===== src/rtl/lag_pl_out_allocator.sv =====
// Per-output-port PL allocator: round-robin pick of one requesting input PL and
// assignment of one free downstream PL. Optional macro LAG_PL_ALLOC_RR_PL_SELECT_EN
// makes PL selection round-robin too (pl_ptr); default picks the lowest free PL.
module lag_pl_out_allocator #(
  parameter int unsigned num_inputs     = 5,
  parameter int unsigned num_pls_global = 4,
  parameter int unsigned num_pls_local  = 4,
  parameter int unsigned pl_id_w        = (num_pls_global > 1) ? $clog2(num_pls_global) : 1
) (
  input  logic                      clk,
  input  logic                      rst_n,
  input  logic [num_inputs-1:0]     req,
  input  logic [num_pls_global-1:0] pl_alloc_status,
  output logic [num_pls_global-1:0] pl_allocated,
  output logic [num_inputs-1:0]     grant,
  output logic [pl_id_w-1:0]        grant_pl_id,
  output logic                      alloc_valid
);

  localparam int unsigned RR_W = (num_inputs > 1) ? $clog2(num_inputs) : 1;

  logic [num_inputs-1:0]     grant_q, grant_d;
  logic [num_pls_global-1:0] pl_alloc_q, pl_alloc_d;
  logic [pl_id_w-1:0]        pl_id_q, pl_id_d;
  logic [RR_W-1:0]           rr_ptr_q, rr_ptr_d;

  logic [num_pls_global-1:0] local_mask;
  logic [num_pls_global-1:0] avail;
  logic [num_inputs-1:0]     eff_req;
  logic [2*num_inputs-1:0]   req_rot;
  logic                      win_found;
  logic [RR_W-1:0]           win_idx;
  logic                      pl_found;
  logic [pl_id_w-1:0]        pl_idx;
  logic                      alloc;
  int unsigned               win_sum;

`ifdef LAG_PL_ALLOC_RR_PL_SELECT_EN
  logic [pl_id_w-1:0]         pl_ptr_q, pl_ptr_d;
  logic [2*num_pls_local-1:0] avail_rot;
  int unsigned                pl_sum;
`endif

  always_comb begin
    local_mask = '0;
    for (int unsigned k = 0; k < num_pls_global; k++) begin
      local_mask[k] = (k < num_pls_local);
    end
  end

  // The PL pulsed last cycle is still marked free by the pool, so mask it here.
  assign avail   = pl_alloc_status & ~pl_alloc_q & local_mask;
  assign eff_req = req & ~grant_q;

  always_comb begin
    req_rot   = {eff_req, eff_req} >> rr_ptr_q;
    win_found = 1'b0;
    win_idx   = '0;
    win_sum   = 0;
    for (int unsigned k = 0; k < num_inputs; k++) begin
      if (!win_found && req_rot[k]) begin
        win_found = 1'b1;
        win_sum   = 32'(rr_ptr_q) + k;
        if (win_sum >= num_inputs) win_sum = win_sum - num_inputs;
        win_idx   = RR_W'(win_sum);
      end
    end
  end

`ifdef LAG_PL_ALLOC_RR_PL_SELECT_EN
  always_comb begin
    avail_rot = {avail[num_pls_local-1:0], avail[num_pls_local-1:0]} >> pl_ptr_q;
    pl_found  = 1'b0;
    pl_idx    = '0;
    pl_sum    = 0;
    for (int unsigned k = 0; k < num_pls_local; k++) begin
      if (!pl_found && avail_rot[k]) begin
        pl_found = 1'b1;
        pl_sum   = 32'(pl_ptr_q) + k;
        if (pl_sum >= num_pls_local) pl_sum = pl_sum - num_pls_local;
        pl_idx   = pl_id_w'(pl_sum);
      end
    end
  end
`else
  always_comb begin
    pl_found = 1'b0;
    pl_idx   = '0;
    for (int unsigned k = 0; k < num_pls_global; k++) begin
      if (!pl_found && avail[k]) begin
        pl_found = 1'b1;
        pl_idx   = pl_id_w'(k);
      end
    end
  end
`endif

  assign alloc = win_found && pl_found;

  always_comb begin
    grant_d    = '0;
    pl_alloc_d = '0;
    pl_id_d    = '0;
    rr_ptr_d   = rr_ptr_q;
    if (alloc) begin
      grant_d[win_idx]   = 1'b1;
      pl_alloc_d[pl_idx] = 1'b1;
      pl_id_d            = pl_idx;
      rr_ptr_d           = (32'(win_idx) == num_inputs - 1) ? '0 : RR_W'(32'(win_idx) + 1);
    end
  end

`ifdef LAG_PL_ALLOC_RR_PL_SELECT_EN
  always_comb begin
    pl_ptr_d = pl_ptr_q;
    if (alloc) begin
      pl_ptr_d = (32'(pl_idx) == num_pls_local - 1) ? '0 : pl_id_w'(32'(pl_idx) + 1);
    end
  end

  always_ff @(posedge clk) begin
    if (!rst_n) pl_ptr_q <= '0;
    else        pl_ptr_q <= pl_ptr_d;
  end
`endif

  always_ff @(posedge clk) begin
    if (!rst_n) begin
      grant_q    <= '0;
      pl_alloc_q <= '0;
      pl_id_q    <= '0;
      rr_ptr_q   <= '0;
    end else begin
      grant_q    <= grant_d;
      pl_alloc_q <= pl_alloc_d;
      pl_id_q    <= pl_id_d;
      rr_ptr_q   <= rr_ptr_d;
    end
  end

  assign grant        = grant_q;
  assign pl_allocated = pl_alloc_q;
  assign grant_pl_id  = pl_id_q;
  assign alloc_valid  = |grant_q;

`ifndef SYNTHESIS
  always @(posedge clk) begin
    if (rst_n) begin
      assert ($onehot0(grant_q))
        else $error("grant not one-hot: %b", grant_q);
      if (|pl_alloc_q) begin
        assert ((pl_alloc_q & ~pl_alloc_status) == '0)
          else $error("allocated PL not free: alloc=%b status=%b", pl_alloc_q, pl_alloc_status);
      end
    end
  end
`endif

endmodule


===== config.mk =====
export PLATFORM = sky130hd
export DESIGN_NAME = lag_pl_out_allocator
export DESIGN_NICKNAME = d
export VERILOG_FILES = /design/src/rtl/lag_pl_out_allocator.sv
export SDC_FILE = /design/constraint.sdc
export NUM_CORES = 1
export LEC_CHECK = 0
export BUFFER_PORTS_ARGS = -buffer_cell sky130_fd_sc_hd__buf_2
export CORE_MARGIN = 2
export CORE_UTILIZATION = 35
export CTS_CLUSTER_DIAMETER = 30
export DETAILED_ROUTE_END_ITERATION = 10
export GPL_TIMING_DRIVEN = 0
export PLACE_DENSITY = 0.57
export SLEW_MARGIN = 25
export SYNTH_ARGS = -nofsm -noshare
export SYNTH_HDL_FRONTEND = slang
export SYNTH_SLANG_ARGS = --single-unit
export TNS_END_PERCENT = 5

===== constraint.sdc =====
create_clock -name clk -period 3.25 [get_ports clk]
set_input_delay 0.65 -clock clk [delete_from_list [all_inputs] [get_ports clk]]
set_output_delay 0.65 -clock clk [all_outputs]
set_load 0.02 [all_outputs]

==> impl_metrics.yaml <==
cts:
  path_clk_slew_ns: 0.05
  cts_buffers: 3
  ctsRootBufferMaster: "clkbuf_8"
  cts_tree: "done"
  htreeDepth: 1
  cts_buffer_depth: 2
  cts_sinks: 14
  worstSkewPairLatency_ns: 0.24
global_routing:
  grt_max_degree: 11
  grt_pass1_vias: 1256
  grt_pass1_wl_um: 5802
  grt_usage_pct: 16.44
  overflow: 0
  antenna_found_initial: 0
route:
  ant_nets: 0
  dr.first_iter.drc_count: 94
  drcViolationCount: 0
  vias: 1436
  wl_per_cell_um: 13.65
  drt-total-wl_um: 3590
  vias_per_cell: 5.460
  drt_pass1_iterations: 4
timing:
  maxClockFrequency_mhz: 314.6
  finalHoldViolations: 0
  maxSlewHeadroom_pct: 67.80
  setup_violations: 0
  finalCriticalPeriod_ns: 3.178
  worstMarginPinSlew_ns: 0.4830
  timing.hold.ws_ns: 0.5366
  slew_violations: 0
  fin_skew_ns: 0.0007656
  period_share_pct: 97.80
  rsz0062_at_grt: "true"
  setup_tns_ns: 0
  final.setup.worst_slack_ns: 0.07156
power_and_ir_drop:
  swShare_pct: 46.98
  ir_drop_uv: 428.5
  intPower_uw: 991.4
  switching_power_uw: 878.5
  p_seq_share_pct: 14.0
  p_leak_nw: 0.7888
  combPwrFrac_pct: 77.3
  power.share.clock_pct: 8.7
  power.density_nw_per_um2: 1055
setup_path:
  critPathLaunchType: "flop"
  end_kind: "flop"
  crit_arrival_ns: 3.34
  cp_max_fo: 5
  cp_data_required_time_ns: 3.41
  path_cells: "buf_8 -> buf_8 -> clkinvlp_4 -> ha_2 -> inv_2 -> fa_2 -> o22a_1 -> nor3b_1 -> a311o_1 -> a221oi_2 -> a311o_2 -> or3b_1 -> or2_1 -> o221ai_2"
  crit_slowest_cell: "fa_2"
  worst_path_largest_cell_delay_ns: 0.42
  critPathKind: "flop to flop"
  crit_top_cell: "buf_8"
final_layout:
  drive_gt1_share_pct: 28.64
  finalInstanceArea_um2: 1772
  areaGrowthSynthToFinish_pct: 25.53
  diodes: 0
  final_cells: 263
  fin_nets: 235
place:
  placed_area_um2: 1590
  placement.io_buffers: 22
  routabilityCongestion: 0.8289
  place_inst: 250
  hpwlAfterDp_um: 2743
  place_ws_ns: -0.3324
yosys:
  syn_area_um2: 1411
  synth.most_common_cell: "nor2_1"
  yosys_warnings: 0
  synth_top_area_share_pct: 19.86
  synth_area_leaders: "dfxtp_1, ha_1, nor2_1, nand2b_1, nor2b_1"
  ys_ff_latch: 14
  synth-main-ff-cell: "dfxtp_1"
  synth_cell_types: 60
  yosys-top-cells-count: "nor2_1, dfxtp_1, nand2_1, nand2b_1, nor2b_1"
  yosys.area.top_type: "dfxtp_1"
  synth_area_per_cell_um2: 7.929
  synth-seq-area-share_pct: 19.86
  async_flop_share_pct: 0
  synth_edf_count: 0
  netlist_instances: 178
  syn_nets: 199
floorplan:
  start_util_pct: 35.80
  io_pins: 23
  die_h_um: 67.50
  core-area_um2: 3943
  die_x_um: 67.50
  die_area_um2: 4556
  rows: 23
worst_hold_path:
  min_path_type: "flop to flop"
flow_run:
  maxCapViolCount: 0
run_status:
  status: "completed"
==> sequential cells by signal (all words and copies together) (netlist names) <==
name and cells:
grant 5, grant_pl_id 2, pl_allocated 4, rr_ptr_q 3
==> per-stage QoR <==
step / utilization [%] / total power [mW]
6_report: 44.94 / 1.870
5_1_grt: 44.94 / 2.045
3_3_place_gp: 40.34 / 1.546
3_5_place_dp: 40.34 / 1.541
2_1_floorplan: - / 1.285
4_1_cts: 43.10 / 1.788
==> final cells by class <==
class	count	area, µm²
Fill cell	400	2171
Multi-Input combinational cell	150	1097
Sequential cell	14	289.0
Timing Repair Buffer	31	177.7
Tap cell	50	62.56
Clock buffer	4	55.05
Buffer	5	48.80
Inverter	9	41.29
==> final timing paths <==
| check | startpoint | to | slack [ns] | cells past startpoint |
|---|---|---|---|---|
| hold reg to reg | pl_allocated[2] | pl_allocated[2] | 0.54 | 2 |
| hold / removal | pl_allocated[2] | pl_allocated[2] | 0.54 | 2 |
| setup / recovery | rr_ptr_q[0] | rr_ptr_q[2] | 0.07 | 14 |
| setup reg to reg | rr_ptr_q[0] | rr_ptr_q[2] | 0.07 | 14 |
==> cells by family (layout without fill, tap and decap cells) <==
family                     after synthesis  count (layout)  share of synthesized area, %
DFF                                     14              14                         19.86
xor gates and xnor gates                 5               5                         3.103
buffers and inverters                   14              49                         3.989
and+or+nand+nor                         77              77                         30.94
AOI/OAI and AO/OA                       54              54                         29.79
adders and majority gates               10              10                         9.397
muxes                                    4               4                         2.926
==> metal layers <==
metal  global-route usage [%]  part of all wire [%]  vias to the layer above
met1                    21.94                    48                      656
met2                    28.19                    48                       38
met5                        0                     0                        -
met4                    2.296                  0.22                        0
li1                         -                     -                      740
met3                    2.833                   4.5                        2
==> power groups by stage <==
stage                     sequential, mW  combinational, mW  clock [mW]
after floorplan                    0.275               1.01           0
after global placement             0.265               1.28           0
after detailed placement           0.266               1.28           0
after CTS                          0.257               1.36       0.169
after global routing               0.269               1.60       0.173
final                              0.262               1.44       0.163
==> placed cells by master, fill, tap and decap left out, types with 3 or more instances in the layout <==
cell type,instances
ha_1,8
a21o_1,4
mux2i_1,3
clkbuf_8,4
nor2_1,19
buf_4,10
nand2b_1,10
nand2_1,11
o22ai_1,6
dfxtp_1,11
buf_2,22
a21oi_1,7
xnor2_1,4
inv_1,6
o21ai_0,6
nor2b_1,10
nor3_1,5
==> worst max-delay path, delay by kind of cell (launching register included) <==
family                   cells  cell delay (ns)
buffers and inverters        4             0.33
AO/OA/AOI/OAI                5             1.05
AND/OR/NAND/NOR              3             0.76
adder cells (fa/ha/maj)      2             0.60
flip-flops                   1             0.35
==> repair_timing <==
action	4_1_cts	5_1_grt
setup buffers	4	5
hold buffers	0	0
setup endpoints to repair	5	4
resized for setup	8	13
pin swaps	3	6
(Power assumes the default switching activity.)
